File: config.mk
export PLATFORM = sky130hd
export DESIGN_NAME = damage_scheduler_flat
export DESIGN_NICKNAME = d
export VERILOG_FILES = /design/src/rtl/damage_scheduler_if.sv /design/src/rtl/damage_scheduler.sv /design/src/flat_wrapper.sv
export SDC_FILE = /design/constraint.sdc
export NUM_CORES = 1
export LEC_CHECK = 0
export BUFFER_PORTS_ARGS = -buffer_cell sky130_fd_sc_hd__buf_2
export CORE_MARGIN = 5
export CORE_UTILIZATION = 25
export DETAILED_ROUTE_END_ITERATION = 7
export SYNTH_ARGS = -nofsm -noshare
export SYNTH_HDL_FRONTEND = slang
export SYNTH_SLANG_ARGS = --single-unit
File: constraint.sdc
create_clock -name clk -period 10.2 [get_ports clk]
set_clock_uncertainty 0.15 [all_clocks]
set_input_delay 2.04 -clock clk [delete_from_list [all_inputs] [get_ports clk]]
set_output_delay 2.04 -clock clk [all_outputs]
set_load 0.03 [all_outputs]
File: src/rtl/damage_scheduler_if.sv
// Unit-RAM and core-handshake bundle for the damage scheduler.
// The scheduler is the slave (it serves the core and drives the RAM port);
// the master side is the core FSM plus the unit RAM.
interface damage_scheduler_if #(
  parameter int AW = 3,
  parameter int VW = 8
);
  // Core handshake
  logic              damageSCEN;
  logic              damageCalcACK;
  logic              damageCalcDone;

  // Unit RAM read port; rd_data = {alive, hp, atk, def}
  logic              rd_en;
  logic              rd_side;
  logic [AW-1:0]     rd_addr;
  logic [3*VW:0]     rd_data;

  // Unit RAM write port (hp and alive only)
  logic              wr_en;
  logic              wr_side;
  logic [AW-1:0]     wr_addr;
  logic [VW-1:0]     wr_hp;
  logic              wr_alive;

  // Per-round kill counters
  logic [AW:0]       kills_p;
  logic [AW:0]       kills_e;

  modport slave (
    input  damageSCEN, damageCalcACK, rd_data,
    output damageCalcDone, rd_en, rd_side, rd_addr,
           wr_en, wr_side, wr_addr, wr_hp, wr_alive, kills_p, kills_e
  );

  modport master (
    output damageSCEN, damageCalcACK, rd_data,
    input  damageCalcDone, rd_en, rd_side, rd_addr,
           wr_en, wr_side, wr_addr, wr_hp, wr_alive, kills_p, kills_e
  );
endinterface

File: src/rtl/damage_scheduler.sv
// Damage scheduler: walks every lane, reads the player and enemy unit
// records, resolves one simultaneous exchange of blows per lane, writes the
// new hp/alive values back and counts kills on each side.
module damage_scheduler #(
  parameter int NUM_UNITS = 8,
  parameter int AW        = 3,
  parameter int VW        = 8
) (
  input  logic                  clk,
  input  logic                  reset,
  damage_scheduler_if.slave     bus
);

  typedef enum logic [8:0] {
    IDLE  = 9'b0_0000_0001,
    RD_P  = 9'b0_0000_0010,
    RD_E  = 9'b0_0000_0100,
    LATCH = 9'b0_0000_1000,
    CALC  = 9'b0_0001_0000,
    WR_P  = 9'b0_0010_0000,
    WR_E  = 9'b0_0100_0000,
    ADV   = 9'b0_1000_0000,
    DONE  = 9'b1_0000_0000
  } state_t;

  localparam logic [AW-1:0] LAST_LANE = AW'(NUM_UNITS - 1);
  localparam logic [AW:0]   KILL_ONE  = {{AW{1'b0}}, 1'b1};
  localparam logic [VW-1:0] DMG_MIN   = {{(VW-1){1'b0}}, 1'b1};

  // Damage dealt by attack a against defence d: zero for a harmless
  // attacker, otherwise the difference with a floor of one point.
  function automatic logic [VW-1:0] dmg(input logic [VW-1:0] a,
                                        input logic [VW-1:0] d);
    logic [VW:0] diff;
    diff = {1'b0, a} - {1'b0, d};
    if (a == '0)
      dmg = '0;
    else if (diff[VW] || (diff[VW-1:0] == '0))
      dmg = DMG_MIN;
    else
      dmg = diff[VW-1:0];
  endfunction

  // hp minus damage, clamped at zero.
  function automatic logic [VW-1:0] sat_sub(input logic [VW-1:0] hp,
                                            input logic [VW-1:0] d);
    if (hp > d)
      sat_sub = hp - d;
    else
      sat_sub = '0;
  endfunction

  state_t          state_q;
  logic [1:0]      rst_sync_q;
  logic [AW-1:0]   lane_q;
  logic [3*VW:0]   p_rec_q;
  logic [3*VW:0]   e_rec_q;
  logic [AW:0]     kills_p_q;
  logic [AW:0]     kills_e_q;
  logic            done_q;
  logic            rd_en_q;
  logic            rd_side_q;
  logic [AW-1:0]   rd_addr_q;
  logic            wr_en_q;
  logic            wr_side_q;
  logic [AW-1:0]   wr_addr_q;
  logic [VW-1:0]   wr_hp_q;
  logic            wr_alive_q;

  // Field views of the captured records
  logic            p_alive, e_alive;
  logic [VW-1:0]   p_hp, p_atk, p_def;
  logic [VW-1:0]   e_hp, e_atk, e_def;
  logic            act;
  logic            run;
  logic [VW-1:0]   p_hp_d;
  logic [VW-1:0]   e_hp_d;

  assign p_alive = p_rec_q[3*VW];
  assign p_hp    = p_rec_q[3*VW-1:2*VW];
  assign p_atk   = p_rec_q[2*VW-1:VW];
  assign p_def   = p_rec_q[VW-1:0];
  assign e_alive = e_rec_q[3*VW];
  assign e_hp    = e_rec_q[3*VW-1:2*VW];
  assign e_atk   = e_rec_q[2*VW-1:VW];
  assign e_def   = e_rec_q[VW-1:0];

  // A lane fights only when both units are alive.
  assign act = p_alive & e_alive;

  // Starts are accepted only once the reset release has been synchronized.
  assign run = rst_sync_q[1];

  // Both results come from the pre-round records, so the exchange is
  // simultaneous; the records stay put until the next lane is read.
  always_comb begin
    p_hp_d = p_hp;
    e_hp_d = e_hp;
    if (act) begin
      p_hp_d = sat_sub(p_hp, dmg(e_atk, p_def));
      e_hp_d = sat_sub(e_hp, dmg(p_atk, e_def));
    end
  end

  // Reset release synchronizer: assertion is immediate, release takes two edges.
  always_ff @(posedge clk or negedge reset) begin
    if (!reset)
      rst_sync_q <= 2'b00;
    else
      rst_sync_q <= {rst_sync_q[0], 1'b1};
  end

  // Round sequencer; outputs are registered alongside the state they belong to.
  always_ff @(posedge clk or negedge reset) begin
    if (!reset) begin
      state_q    <= IDLE;
      lane_q     <= '0;
      p_rec_q    <= '0;
      e_rec_q    <= '0;
      kills_p_q  <= '0;
      kills_e_q  <= '0;
      done_q     <= 1'b0;
      rd_en_q    <= 1'b0;
      rd_side_q  <= 1'b0;
      rd_addr_q  <= '0;
      wr_en_q    <= 1'b0;
      wr_side_q  <= 1'b0;
      wr_addr_q  <= '0;
      wr_hp_q    <= '0;
      wr_alive_q <= 1'b0;
    end else begin
      rd_en_q    <= 1'b0;
      rd_side_q  <= 1'b0;
      rd_addr_q  <= '0;
      wr_en_q    <= 1'b0;
      wr_side_q  <= 1'b0;
      wr_addr_q  <= '0;
      wr_hp_q    <= '0;
      wr_alive_q <= 1'b0;
      case (state_q)
        IDLE: begin
          if (run && bus.damageSCEN) begin
            state_q   <= RD_P;
            lane_q    <= '0;
            kills_p_q <= '0;
            kills_e_q <= '0;
            rd_en_q   <= 1'b1;
            rd_side_q <= 1'b0;
            rd_addr_q <= '0;
          end
        end
        RD_P: begin
          state_q   <= RD_E;
          rd_en_q   <= 1'b1;
          rd_side_q <= 1'b1;
          rd_addr_q <= lane_q;
        end
        RD_E: begin
          p_rec_q <= bus.rd_data;
          state_q <= LATCH;
        end
        LATCH: begin
          e_rec_q <= bus.rd_data;
          state_q <= CALC;
        end
        CALC: begin
          state_q    <= WR_P;
          wr_en_q    <= act;
          wr_side_q  <= 1'b0;
          wr_addr_q  <= lane_q;
          wr_hp_q    <= p_hp_d;
          wr_alive_q <= (p_hp_d != '0);
        end
        WR_P: begin
          state_q    <= WR_E;
          wr_en_q    <= act;
          wr_side_q  <= 1'b1;
          wr_addr_q  <= lane_q;
          wr_hp_q    <= e_hp_d;
          wr_alive_q <= (e_hp_d != '0);
        end
        WR_E: begin
          // Kills become visible during ADV; an active lane means both
          // units entered the round alive, so a zero hp is a fresh kill.
          state_q <= ADV;
          if (act && (e_hp_d == '0))
            kills_p_q <= kills_p_q + KILL_ONE;
          if (act && (p_hp_d == '0))
            kills_e_q <= kills_e_q + KILL_ONE;
        end
        ADV: begin
          if (lane_q == LAST_LANE) begin
            state_q <= DONE;
            done_q  <= 1'b1;
          end else begin
            state_q   <= RD_P;
            lane_q    <= lane_q + 1'b1;
            rd_en_q   <= 1'b1;
            rd_side_q <= 1'b0;
            rd_addr_q <= lane_q + 1'b1;
          end
        end
        DONE: begin
          // A start request arriving with the acknowledge is dropped.
          if (bus.damageCalcACK) begin
            state_q <= IDLE;
            done_q  <= 1'b0;
          end
        end
        default: begin
          state_q <= IDLE;
          done_q  <= 1'b0;
        end
      endcase
    end
  end

  assign bus.damageCalcDone = done_q;
  assign bus.rd_en          = rd_en_q;
  assign bus.rd_side        = rd_side_q;
  assign bus.rd_addr        = rd_addr_q;
  assign bus.wr_en          = wr_en_q;
  assign bus.wr_side        = wr_side_q;
  assign bus.wr_addr        = wr_addr_q;
  assign bus.wr_hp          = wr_hp_q;
  assign bus.wr_alive       = wr_alive_q;
  assign bus.kills_p        = kills_p_q;
  assign bus.kills_e        = kills_e_q;

endmodule

File: src/flat_wrapper.sv
// flat-port wrapper written by rule: the top's interface ports become plain ports
module damage_scheduler_flat 
#(
  parameter int NUM_UNITS = 8,
  parameter int AW        = 3,
  parameter int VW        = 8
)
  (clk, reset, bus_damageSCEN, bus_damageCalcACK, bus_rd_data, bus_damageCalcDone, bus_rd_en, bus_rd_side, bus_rd_addr, bus_wr_en, bus_wr_side, bus_wr_addr, bus_wr_hp, bus_wr_alive, bus_kills_p, bus_kills_e);
  damage_scheduler_if #(.AW(AW), .VW(VW)) bus_i ();
  input  logic clk;
  input  logic reset;
  input wire logic [$bits(bus_i.damageSCEN)-1:0] bus_damageSCEN;
  input wire logic [$bits(bus_i.damageCalcACK)-1:0] bus_damageCalcACK;
  input wire logic [$bits(bus_i.rd_data)-1:0] bus_rd_data;
  output wire logic [$bits(bus_i.damageCalcDone)-1:0] bus_damageCalcDone;
  output wire logic [$bits(bus_i.rd_en)-1:0] bus_rd_en;
  output wire logic [$bits(bus_i.rd_side)-1:0] bus_rd_side;
  output wire logic [$bits(bus_i.rd_addr)-1:0] bus_rd_addr;
  output wire logic [$bits(bus_i.wr_en)-1:0] bus_wr_en;
  output wire logic [$bits(bus_i.wr_side)-1:0] bus_wr_side;
  output wire logic [$bits(bus_i.wr_addr)-1:0] bus_wr_addr;
  output wire logic [$bits(bus_i.wr_hp)-1:0] bus_wr_hp;
  output wire logic [$bits(bus_i.wr_alive)-1:0] bus_wr_alive;
  output wire logic [$bits(bus_i.kills_p)-1:0] bus_kills_p;
  output wire logic [$bits(bus_i.kills_e)-1:0] bus_kills_e;
  assign bus_i.damageSCEN = bus_damageSCEN;
  assign bus_i.damageCalcACK = bus_damageCalcACK;
  assign bus_i.rd_data = bus_rd_data;
  assign bus_damageCalcDone = bus_i.damageCalcDone;
  assign bus_rd_en = bus_i.rd_en;
  assign bus_rd_side = bus_i.rd_side;
  assign bus_rd_addr = bus_i.rd_addr;
  assign bus_wr_en = bus_i.wr_en;
  assign bus_wr_side = bus_i.wr_side;
  assign bus_wr_addr = bus_i.wr_addr;
  assign bus_wr_hp = bus_i.wr_hp;
  assign bus_wr_alive = bus_i.wr_alive;
  assign bus_kills_p = bus_i.kills_p;
  assign bus_kills_e = bus_i.kills_e;
  damage_scheduler #(.NUM_UNITS(NUM_UNITS), .AW(AW), .VW(VW)) u_core (.clk(clk), .reset(reset), .bus(bus_i));
endmodule
==> impl_metrics.xml <==
<?xml version="1.0" encoding="UTF-8"?>
<metrics>
  <group name="floorplan">
    <metric name="chipWidth" unit="microns">157</metric>
    <metric name="io_pins" unit="">57</metric>
    <metric name="core_area" unit="sq um">21100</metric>
    <metric name="rows" unit="">53</metric>
    <metric name="effective_utilization_at_floorplan" unit="%">25.5</metric>
    <metric name="floorplan.die_area" unit="sq um">24500</metric>
    <metric name="chipHeight" unit="microns">157</metric>
  </group>
  <group name="power">
    <metric name="maximum_ir_drop_on_the_vdd_rail" unit="mV">0.166</metric>
    <metric name="power_density" unit="nW/um^2">367</metric>
    <metric name="total_leakage_power" unit="uW">0.00296</metric>
  </group>
  <group name="synthesis">
    <metric name="synthesis.area_per_instance" unit="sq um">9.53</metric>
    <metric name="synth_edf_count" unit="">0</metric>
    <metric name="area_share_of_the_largest_cell_type_after_synthesis" unit="%">42.4</metric>
    <metric name="synth_top_family_by_area" unit="">simple AND/OR/NAND/NOR gates</metric>
    <metric name="ys.warnings.count" unit="">0</metric>
    <metric name="synth-adder-area-share" unit="%">10.8</metric>
    <metric name="synth_top_flop_cell" unit="">sky130_fd_sc_hd__dfrtp_1</metric>
    <metric name="yosys-top-cells-area" unit="">sky130_fd_sc_hd__dfrtp_1 (42%), sky130_fd_sc_hd__ha_1 (9.3%), sky130_fd_sc_hd__nand2_1 (7.1%), sky130_fd_sc_hd__mux2_2 (3.6%), sky130_fd_sc_hd__o21ai_0 (3.4%)</metric>
    <metric name="synth_xor_area_share" unit="%">3.26</metric>
    <metric name="synth_compound_gate_area_share" unit="%">15.6</metric>
    <metric name="summed_instance_area_of_the_synthesized_netlist" unit="sq um">5380</metric>
    <metric name="synthSimpleGateAreaFrac" unit="%">19.5</metric>
    <metric name="net_count_after_synthesis" unit="">637</metric>
    <metric name="yosysSeqAreaShare" unit="%">42.8</metric>
    <metric name="synthArstFlopShare" unit="%">100</metric>
    <metric name="synth_cell_type_count" unit="">60</metric>
    <metric name="synth_top_area_cell" unit="">sky130_fd_sc_hd__dfrtp_1</metric>
    <metric name="synth-seq-cells" unit="">92</metric>
    <metric name="mux_contribution_to_synthesized_area" unit="%">4.49</metric>
    <metric name="cell_count_after_synthesis" unit="">564</metric>
  </group>
  <group name="critical_path">
    <metric name="gate_family_responsible_for_the_most_delay_along_the_worst_path" unit="">compound AO/OA/AOI/OAI gates</metric>
    <metric name="critical_path.slowest_cell" unit="">sky130_fd_sc_hd__or4b_2</metric>
    <metric name="slowest_delay" unit="ps">630</metric>
    <metric name="startpoint_type" unit="">register</metric>
    <metric name="worst-endpoint-required" unit="ps">10290</metric>
    <metric name="r2r_start" unit="">u_core.p_rec_q[8]$_DFFE_PN0P_</metric>
    <metric name="crit_path_cell_trace" unit="">inv_1, ha_1, inv_1, fa_1, a21o_1, a21oi_1, nand2b_1, a21oi_1, xor2_1, or4b_2, a31oi_1, ha_1, inv_1, fa_1, a211oi_2, nor2_1, xor2_1, or4_4, o41a_4, a221o_1, a21o_1</metric>
    <metric name="r2r_slack" unit="ps">4650</metric>
    <metric name="path_common_cell" unit="">sky130_fd_sc_hd__inv_1</metric>
    <metric name="crit-reg2reg-capture" unit="">u_core.bus.kills_p[3]$_DFFE_PN0P_</metric>
    <metric name="cp-endpoint" unit="">u_core.bus.kills_p[3]$_DFFE_PN0P_</metric>
    <metric name="crit_path_max_fanout" unit="">5</metric>
    <metric name="crit_arrival" unit="ps">5640</metric>
    <metric name="worst-setup-path-type" unit="">reg -&gt; reg</metric>
    <metric name="setup.worst_path.start" unit="">u_core.p_rec_q[8]$_DFFE_PN0P_</metric>
    <metric name="reg2regPathDepth" unit="">21</metric>
    <metric name="worstPathBufferInverterCount" unit="">3</metric>
    <metric name="timing.critical_path.to_type" unit="">register</metric>
    <metric name="worst-path-stages" unit="">21</metric>
  </group>
  <group name="routing">
    <metric name="avgRoutedWirePerCell" unit="microns">15.1</metric>
    <metric name="drt_pass1_iterations" unit="">5</metric>
    <metric name="route.final.wire_length" unit="microns">13600</metric>
    <metric name="route.antenna.remaining_nets" unit="">0</metric>
    <metric name="vias" unit="">4266</metric>
    <metric name="route.detailed.drc" unit="">0</metric>
    <metric name="drt_initial_violations" unit="">291</metric>
    <metric name="detail_route.vias_per_cell" unit="">4.71</metric>
  </group>
  <group name="global_routing">
    <metric name="grt_pass1_vias" unit="">4192</metric>
    <metric name="grt_max_degree" unit="">56</metric>
    <metric name="grt_antenna_before_repair" unit="">0</metric>
    <metric name="global_route_wire_length_before_repair" unit="microns">22200</metric>
    <metric name="grt_overflow" unit="">0</metric>
    <metric name="groute.usage.overall" unit="%">11.4</metric>
  </group>
  <group name="clock_tree">
    <metric name="clkTransAtPathRegs" unit="ps">70</metric>
    <metric name="cts.sinks" unit="">92</metric>
    <metric name="ctsHoldBuffers" unit="">0</metric>
    <metric name="cts_tree" unit="">yes</metric>
    <metric name="cts_resized" unit="">0</metric>
    <metric name="clock-root-buffer" unit="">sky130_fd_sc_hd__clkbuf_16</metric>
    <metric name="clock_tree.htree_level_count" unit="">3</metric>
    <metric name="cts_made_buffers" unit="">9</metric>
    <metric name="clk-insertion-delay-late" unit="ps">350</metric>
    <metric name="clock_tree.buffer_depth" unit="">2</metric>
    <metric name="post_cts_buffers" unit="">0</metric>
  </group>
  <group name="layout">
    <metric name="core_utilization_of_the_finished_layout" unit="%">29.9</metric>
    <metric name="design_area" unit="sq um">6300</metric>
    <metric name="synthToLayoutAreaGrowth" unit="%">17.2</metric>
    <metric name="drive_above_1_share" unit="%">16.8</metric>
    <metric name="fin_nets" unit="">698</metric>
    <metric name="antenna-diode-count" unit="">0</metric>
  </group>
  <group name="min_path">
    <metric name="worstHoldStart" unit="">u_core.rst_sync_q[0]$_DFF_PN0_</metric>
    <metric name="hold_class" unit="">reg -&gt; reg</metric>
  </group>
  <group name="timing">
    <metric name="timing.final.max_slew_violations" unit="">0</metric>
    <metric name="whs" unit="ps">201</metric>
    <metric name="timing.final.ws_setup" unit="ps">4650</metric>
    <metric name="finalSetupTns" unit="ps">0</metric>
    <metric name="post-route-min-period" unit="ps">5550</metric>
    <metric name="final-setup-viol-count" unit="">0</metric>
    <metric name="fraction_of_the_cycle_the_final_worst_path_needs" unit="%">54.5</metric>
    <metric name="hold_violations" unit="">0</metric>
    <metric name="achievable-frequency" unit="GHz">0.180</metric>
    <metric name="setup_repair_after_global_routing_missed_its_margin" unit="">false</metric>
    <metric name="max_slew_margin_vs_limit" unit="%">37.6</metric>
    <metric name="worst_pin_slew" unit="ps">932</metric>
  </group>
  <group name="placement">
    <metric name="dp_hpwl" unit="microns">10500</metric>
    <metric name="routabilityCongestion" unit="">0.840</metric>
    <metric name="post_dp_cell_area" unit="sq um">6000</metric>
    <metric name="post-place-ws" unit="ps">4690</metric>
    <metric name="port_buffers" unit="">56</metric>
  </group>
  <group name="status">
    <metric name="run_status" unit="">finished, final reports clean</metric>
  </group>
  <group name="job">
    <metric name="cap_violations" unit="">0</metric>
  </group>
</metrics>
## report_power, final
group	switching (uW)	internal, uW
Clock	157	194
Sequential	85.7	465
Combinational	827	584
Total	1070	1240
## state kept, by name, indices dropped and copies added (netlist names), 2 cells and up
register            count
u_core.bus.wr_hp        8
u_core.bus.wr_addr      3
u_core.state_q          9
u_core.bus.kills_e      4
u_core.bus.rd_addr      3
u_core.p_rec_q         25
u_core.bus.kills_p      4
u_core.rst_sync_q       2
u_core.e_rec_q         25
u_core.lane_q           3
## synthesized netlist by cell type, types with 4 or more instances
cell                       instances
sky130_fd_sc_hd__o22ai_1          10
sky130_fd_sc_hd__ha_1             40
sky130_fd_sc_hd__o41ai_1           4
sky130_fd_sc_hd__and2_1            4
sky130_fd_sc_hd__inv_1            39
sky130_fd_sc_hd__xnor2_1          12
sky130_fd_sc_hd__a22oi_1          14
sky130_fd_sc_hd__a31oi_1           4
sky130_fd_sc_hd__o21ai_0          36
sky130_fd_sc_hd__mux2_2           17
sky130_fd_sc_hd__nor3b_1           5
sky130_fd_sc_hd__nand3_1          10
sky130_fd_sc_hd__a21o_1           10
sky130_fd_sc_hd__nand4_1           4
sky130_fd_sc_hd__nand3b_1          5
sky130_fd_sc_hd__dfrtp_1          91
sky130_fd_sc_hd__nand2_1         101
sky130_fd_sc_hd__a211oi_1          7
sky130_fd_sc_hd__mux2i_1           5
sky130_fd_sc_hd__xor2_1            8
sky130_fd_sc_hd__or4_1             6
sky130_fd_sc_hd__nand2b_1          6
sky130_fd_sc_hd__fa_1              4
sky130_fd_sc_hd__nor2_1           29
sky130_fd_sc_hd__nor3_1            9
sky130_fd_sc_hd__nor4_1           10
sky130_fd_sc_hd__clkbuf_1          9
sky130_fd_sc_hd__a21oi_1          16
## layer usage
layer / vias to the layer above / wire [microns] / track usage, %
li1: 2150 / - / -
met1: 2007 / 6830 / 16.6
met2: 97 / 5810 / 16.9
met3: 12 / 798 / 3.04
met4: 0 / 193 / 2.89
met5: - / 0 / 0
## worst min path at each step
stage                                      to  cells past startpoint
2_1_floorplan  u_core.rst_sync_q[1]$_DFF_PN0_                      0
3_3_place_gp   u_core.rst_sync_q[1]$_DFF_PN0_                      0
3_5_place_dp   u_core.rst_sync_q[1]$_DFF_PN0_                      0
4_1_cts        u_core.rst_sync_q[1]$_DFF_PN0_                      0
5_1_grt        u_core.rst_sync_q[1]$_DFF_PN0_                      0
6_report       u_core.rst_sync_q[1]$_DFF_PN0_                      0
## metrics by stage
| step | power [uW] | instances |
|---|---|---|
| after floorplan | 1640 | 564 |
| after global placement | 1940 | 889 |
| after detailed placement | 1950 | 889 |
| after CTS | 2310 | 905 |
| after global routing | 2530 | 905 |
| final | 2310 | 905 |
## cell usage in the layout, fill, tap and decap left out, types with 4 or more instances in the layout
cell and n:
sky130_fd_sc_hd__nor3_1 9, sky130_fd_sc_hd__dfrtp_1 91, sky130_fd_sc_hd__buf_2 55, sky130_fd_sc_hd__buf_4 4, sky130_fd_sc_hd__nand3b_1 5, sky130_fd_sc_hd__mux2_2 17, sky130_fd_sc_hd__o41ai_1 4, sky130_fd_sc_hd__o21ai_0 36
sky130_fd_sc_hd__o22ai_1 10, sky130_fd_sc_hd__inv_1 39, sky130_fd_sc_hd__a31oi_1 4, sky130_fd_sc_hd__inv_6 5, sky130_fd_sc_hd__and2_1 4, sky130_fd_sc_hd__nor2_1 29, sky130_fd_sc_hd__nand3_1 10, sky130_fd_sc_hd__xnor2_1 12
sky130_fd_sc_hd__a21o_1 10, sky130_fd_sc_hd__ha_1 40, sky130_fd_sc_hd__a22oi_1 14, sky130_fd_sc_hd__a211oi_1 7, sky130_fd_sc_hd__nand2b_1 6, sky130_fd_sc_hd__clkbuf_16 9, sky130_fd_sc_hd__nor3b_1 5, sky130_fd_sc_hd__nor4_1 10
sky130_fd_sc_hd__mux2i_1 5, sky130_fd_sc_hd__nand2_1 101, sky130_fd_sc_hd__fa_1 4, sky130_fd_sc_hd__xor2_1 8, sky130_fd_sc_hd__a21oi_1 16, sky130_fd_sc_hd__nand4_1 4, sky130_fd_sc_hd__or4_1 6
## cells by family (layout without fill, tap and decap cells)
family / count (synthesis) / count (layout)
adders and majority gates: 44 / 44
buffers and inverters: 49 / 115
DFF: 92 / 92
AOI/OAI and AO/OA: 125 / 125
xor gates and xnor gates: 20 / 20
muxes: 22 / 22
and+or+nand+nor: 211 / 211
other: 1 / 1
## layout make-up
| cell class | instances | area (sq um) |
|---|---|---|
| multi-input cells | 423 | 2900 |
| fillers | 2243 | 14800 |
| clock inverters | 7 | 78.8 |
| repair buffers | 59 | 305 |
| well taps | 275 | 344 |
| clock buffers | 9 | 225 |
| inverters | 40 | 150 |
| flip-flops and latches | 92 | 2300 |
No activity file was read; power rests on OpenSTA's default activity.
